### src/rtl/mips_pkg.sv
// Shared constants and types for the myMIPS memory arbiter.
// Requester indices, arbiter state encoding and default widths.
package mips_pkg;
  localparam int REQ_IF = 0;
  localparam int REQ_DM = 1;
  localparam int REQ_DBG = 2;
  localparam int NREQ = 3;

  localparam int AW_DEF = 8;
  localparam int DW_DEF = 16;

  typedef enum logic {
    ARB,
    LOCK
  } arb_state_t;
endpackage

### src/rtl/rr_pick3.sv
// Combinational 3-way rotating-priority picker.
// Ports: req (3 requests), ptr (highest-priority index) -> win (one-hot), idx.
import mips_pkg::*;

module rr_pick3 (
  input  logic [2:0] req,
  input  logic [1:0] ptr,
  output logic [2:0] win,
  output logic [1:0] idx
);

  logic found;
  int   p;

  always_comb begin
    win = '0;
    idx = '0;
    found = 1'b0;
    p = 0;
    for (int k = 0; k < NREQ; k++) begin
      p = (int'(ptr) + k) % NREQ;
      if (!found && req[p]) begin
        found = 1'b1;
        win[p] = 1'b1;
        idx = 2'(p);
      end
    end
  end

endmodule

### src/rtl/mem_arbiter.sv
// Single-port memory arbiter: IF, DM and DBG share one sync memory port.
// Ports: clk, int_rst, req/addr_*/we_dm/wdata_dm/lock_dm in; gnt, rvalid,
// rdata, mem_en/we/addr/wdata out; mem_rdata in (1-cycle latency).
import mips_pkg::*;

module mem_arbiter #(
  parameter int AW = AW_DEF,
  parameter int DW = DW_DEF,
  parameter int MAX_LOCK = 4
) (
  input  logic          clk,
  input  logic          int_rst,
  input  logic [2:0]    req,
  input  logic [AW-1:0] addr_if,
  input  logic [AW-1:0] addr_dm,
  input  logic [AW-1:0] addr_dbg,
  input  logic          we_dm,
  input  logic [DW-1:0] wdata_dm,
  input  logic          lock_dm,
  output logic [2:0]    gnt,
  output logic [2:0]    rvalid,
  output logic [DW-1:0] rdata,
  output logic          mem_en,
  output logic          mem_we,
  output logic [AW-1:0] mem_addr,
  output logic [DW-1:0] mem_wdata,
  input  logic [DW-1:0] mem_rdata
);

  localparam int CW = $clog2(MAX_LOCK + 1);
  localparam logic [CW-1:0] CMAX = CW'(MAX_LOCK);

  arb_state_t    state, state_n;
  logic [1:0]    ptr, ptr_n;
  logic [CW-1:0] cnt, cnt_n;
  logic [2:0]    rv_q;
  logic [2:0]    gnt_c;
  logic [2:0]    pick;
  logic [1:0]    pidx;

  rr_pick3 u_pick (
    .req (req),
    .ptr (ptr),
    .win (pick),
    .idx (pidx)
  );

  always_ff @(posedge clk or posedge int_rst) begin
    if (int_rst) begin
      state <= ARB;
      ptr   <= '0;
      cnt   <= '0;
      rv_q  <= '0;
    end else begin
      state <= state_n;
      ptr   <= ptr_n;
      cnt   <= cnt_n;
      // Writes return nothing, so the DM bit is masked by we_dm.
      rv_q  <= {gnt_c[REQ_DBG],
                gnt_c[REQ_DM] & ~we_dm,
                gnt_c[REQ_IF]};
    end
  end

  always_comb begin
    state_n = state;
    ptr_n   = ptr;
    cnt_n   = cnt;
    gnt_c   = '0;
    unique case (state)
      ARB: begin
        gnt_c = pick;
        if (|req) begin
          ptr_n = (pidx == 2'd2) ? 2'd0 : pidx + 2'd1;
          if (pick[REQ_DM] && lock_dm && (MAX_LOCK > 1)) begin
            state_n = LOCK;
            cnt_n   = CW'(1);
          end
        end
      end
      LOCK: begin
        if (req[REQ_DM] && (cnt < CMAX)) begin
          gnt_c[REQ_DM] = 1'b1;
          cnt_n = cnt + CW'(1);
          if (!lock_dm || (cnt_n == CMAX)) begin
            state_n = ARB;
            ptr_n   = 2'(REQ_DBG);
            cnt_n   = '0;
          end
        end else begin
          // DM let go (or bound hit): no grant now, rotate from DBG next.
          state_n = ARB;
          ptr_n   = 2'(REQ_DBG);
          cnt_n   = '0;
        end
      end
      default: state_n = ARB;
    endcase
  end

  assign gnt    = int_rst ? 3'b000 : gnt_c;
  assign mem_en = |gnt;
  assign mem_we = gnt[REQ_DM] & we_dm;

  always_comb begin
    mem_addr = '0;
    if (gnt[REQ_IF])
      mem_addr = addr_if;
    else if (gnt[REQ_DM])
      mem_addr = addr_dm;
    else if (gnt[REQ_DBG])
      mem_addr = addr_dbg;
  end

  assign mem_wdata = int_rst ? '0 : wdata_dm;
  assign rvalid    = rv_q;
  assign rdata     = (|rv_q) ? mem_rdata : '0;

endmodule

### config.mk
export PLATFORM = sky130hd
export DESIGN_NAME = mem_arbiter
export DESIGN_NICKNAME = d
export VERILOG_FILES = /design/src/rtl/mips_pkg.sv /design/src/rtl/rr_pick3.sv /design/src/rtl/mem_arbiter.sv
export SDC_FILE = /design/constraint.sdc
export NUM_CORES = 1
export LEC_CHECK = 0
export CAP_MARGIN = 30
export CORE_UTILIZATION = 35
export DETAILED_ROUTE_END_ITERATION = 7
export GPL_TIMING_DRIVEN = 0
export PLACE_DENSITY = 0.88
export SYNTH_ARGS = -nofsm -noshare
export SYNTH_HDL_FRONTEND = slang
export SYNTH_SLANG_ARGS = --single-unit
### constraint.sdc
create_clock -name clk -period 6.8 [get_ports clk]
set_input_delay 1.02 -clock clk [delete_from_list [all_inputs] [get_ports clk]]
set_output_delay 1.02 -clock clk [all_outputs]
set_load 0.005 [all_outputs]
==> flow_summary_export.csv <==
group,metric,value,unit
status,status,"complete, no violations",
global_routing,grt_max_degree,18,
global_routing,grt.total_usage,24.0,%
layout,post-route-util,72.4,%
logic_synthesis,synth_top_family_by_area,"simple AND/OR/NAND/NOR gates",
timing,fin_crit,4760,ps
clock_network,clk_pin_slew_worst_paths,70,ps
place,hpwl,3910,um
timing,worst_pin_slew,774,ps
timing,finalSetupTns,0,ps
global_routing,met1_usage,28.6,%
critical_path,crit_type,"input port to primary output",
place,gp_congestion,0.802,
die,core,3420,um2
clock_network,clkSinkCount,9,
logic_synthesis,synth_compound_area_share,25.5,%
global_routing,met3_usage,4.01,%
logic_synthesis,yosysUniqueCellTypes,44,
clock_network,cts_made_buffers,3,
clock_network,clockBufferDepth,2,
place,io_buffers,110,
critical_path,endpoint_kind,"primary output",
critical_path,startpoint_type,"input port",
power,p_total,0.000836,W
layout,antenna_cells,0,
logic_synthesis,synth_area_per_cell,7.94,um2
logic_synthesis,async_flop_share,100,%
clock_network,cts_htree_levels,1,
die,rows,21,
clock_network,cts-resized-gates,0,
clock_network,post_cts.repair.setup_buffers,0,
critical_path,critical_path.cell_chain,"clkdlybuf4s50_1, nor2b_4, and4bb_4, o21ai_2, a311oi_4, or3_1, buf_6, o221ai_2, clkdlybuf4s50_1",
critical_path,crit_fanout,10,
layout,fillCellCount,270,
layout,area_growth,92.2,%
logic_synthesis,syn-num-nets,231,
clock_network,clk_latency,270,ps
timing,fin_crit_sh,69.9,%
logic_synthesis,synth_flop_cell,"dfrtp_1",
die,die_x,62.6,um
die,die_h,62.6,um
global_routing,use_met2,45.0,%
critical_path,crit_top_cell,"clkdlybuf4s50_1",
timing,max_freq,0.210,GHz
critical_path,rrSetupSlack,4440,ps
logic_synthesis,muxShareOfSynthArea,2.43,%
detailed_routing,firstDrtPassIters,4,
critical_path,required,5780,ps
logic_synthesis,synthAdderAreaFrac,5.84,%
timing,setup_viol,0,
detailed_routing,via_count,1610,
die,start_util,37.7,%
logic_synthesis,synth_edf_count,0,
global_routing,grt_pass1_vias,1590,
logic_synthesis,synth_cells,162,
critical_path,max_stage_delay,610,ps
power,p_per_area,338,nW/um2
global_routing,busiest_layer,"met2",
detailed_routing,drc,0,
logic_synthesis,synthSimpleGateAreaFrac,40.0,%
hold_path,hold_class,"register to register",
timing,hold_viol,0,
global_routing,antenna_found_initial,0,
die,die_area,3920,um2
critical_path,critPathSlowestCell,"clkdlybuf4s50_1",
timing,maxSlewViolCount,0,
detailed_routing,final_antenna_net_count,0,
logic_synthesis,ys_seq_area_share,17.5,%
power,peakVddDrop,175,uV
job,drv_cap,0,
power,leakagePower,0.957,nW
clock_network,postCtsHoldBufs,0,
clock_network,cts-root-buf,"clkbuf_4",
detailed_routing,drt_iter0_markers,76,
global_routing,grt_overflow,0,
timing,rsz0062_at_grt,"no",
logic_synthesis,ys_warn_count,0,
global_routing,grt_pass1_wl,7580,um
layout,final_layout_size_suffix_gt1_share,10.1,%
timing,maxSlewHeadroom,48.0,%
die,io_pins,111,
logic_synthesis,synth-xor-area-share,0,%
clock_network,cts_tree,"done",
detailed_routing,viasPerCell,5.00,
detailed_routing,wl_per_cell,14.6,um
timing,finalClockSkew,7.14,ps
detailed_routing,drt_wl_total,4700,um
logic_synthesis,syn_area,1290,um2
critical_path,worstPathArrival,3740,ps
layout,nNetsFinal,346,
logic_synthesis,synth_seq_cells,9,
[path summary, 6_finish.rpt]
path                                     from                   to  cells after the start
setup / recovery                       req[1]          mem_addr[2]                      9
hold / removal             cnt[2]$_DFFE_PP0P_   cnt[2]$_DFFE_PP0P_                      1
max in group asynchronous             int_rst  rvalid[0]$_DFF_PP0_                      2
min in group asynchronous             int_rst      state$_DFF_PP0_                      2
setup reg to reg           ptr[1]$_DFFE_PP0P_  rvalid[0]$_DFF_PP0_                      7
hold reg to reg            cnt[2]$_DFFE_PP0P_   cnt[2]$_DFFE_PP0P_                      1
[state kept, by name, summed over array words and instances (netlist names)]
| name | count |
|---|---|
| state | 1 |
| cnt | 3 |
| rvalid | 3 |
| ptr | 2 |
[through the flow]
stage	hold slack (ps)	setup slack, ps	cell area [um2]	std cells
6_report	509	2040	2470	322
2_1_floorplan	460	3360	1290	162
4_1_cts	511	2050	2470	322
5_1_grt	527	1880	2470	322
3_5_place_dp	484	2040	2440	318
3_3_place_gp	482	2060	2440	318
[worst max-delay path, delay by kind of cell]
kind / cells / cell delay, ps
AO/OA/AOI/OAI: 3 / 520
buffers and inverters: 3 / 1310
AND/OR/NAND/NOR: 3 / 880
[Yosys cell counts, types with 4 or more instances]
master,instances,area [um2]
clkbuf_1,4,15.0
a21oi_1,4,20.0
nand2_1,13,48.8
o221ai_2,8,120
nor2b_1,33,206
inv_1,14,52.6
dfrtp_1,9,225
o21ai_0,8,40.0
nor2_1,10,37.5
nand3_1,9,45.0
ha_1,6,75.1
[layer usage]
metal,share of wire [%],vias to the layer above
met2,50,62
li1,-,794
met5,0,-
met4,0.77,0
met1,43,750
met3,6.0,4
[layout by cell type, fill, tap and decap left out, drive strengths merged, types with 3 or more instances in the layout]
cell,instances
a21oi,4
nand3,9
clkbuf,7
ha,6
inv,15
nor3,3
clkdlybuf4s50,110
dfrtp,9
o21ai,10
o221ai,8
nand2,13
buf,4
nor2b,34
nor2,10
[final cells by class]
| class | count | area [um2] | share of cell area [%] |
|---|---|---|---|
| Tap cell | 46 | 57.6 | 2.33 |
| Inverter | 16 | 60.1 | 2.43 |
| Buffer | 8 | 52.6 | 2.13 |
| Sequential cell | 9 | 225 | 9.11 |
| Clock buffer | 3 | 22.5 | 0.911 |
| Clock inverter | 1 | 5.00 | 0.202 |
| Multi-Input combinational cell | 129 | 948 | 38.4 |
| Timing Repair Buffer | 110 | 1100 | 44.5 |
[power breakdown]
group          internal, W  switching [W]  total [W]
clock network    0.0000218      0.0000215  0.0000433
logic             0.000362       0.000335   0.000698
registers        0.0000761      0.0000190  0.0000951
total             0.000460       0.000376   0.000836
[logic make-up after synthesis]
group,Yosys count
AOI/OAI and AO/OA,35
and+or+nand+nor,85
buffers and inverters,24
muxes,3
DFF,9
adders and majority gates,6
(Power assumes the default switching activity.)
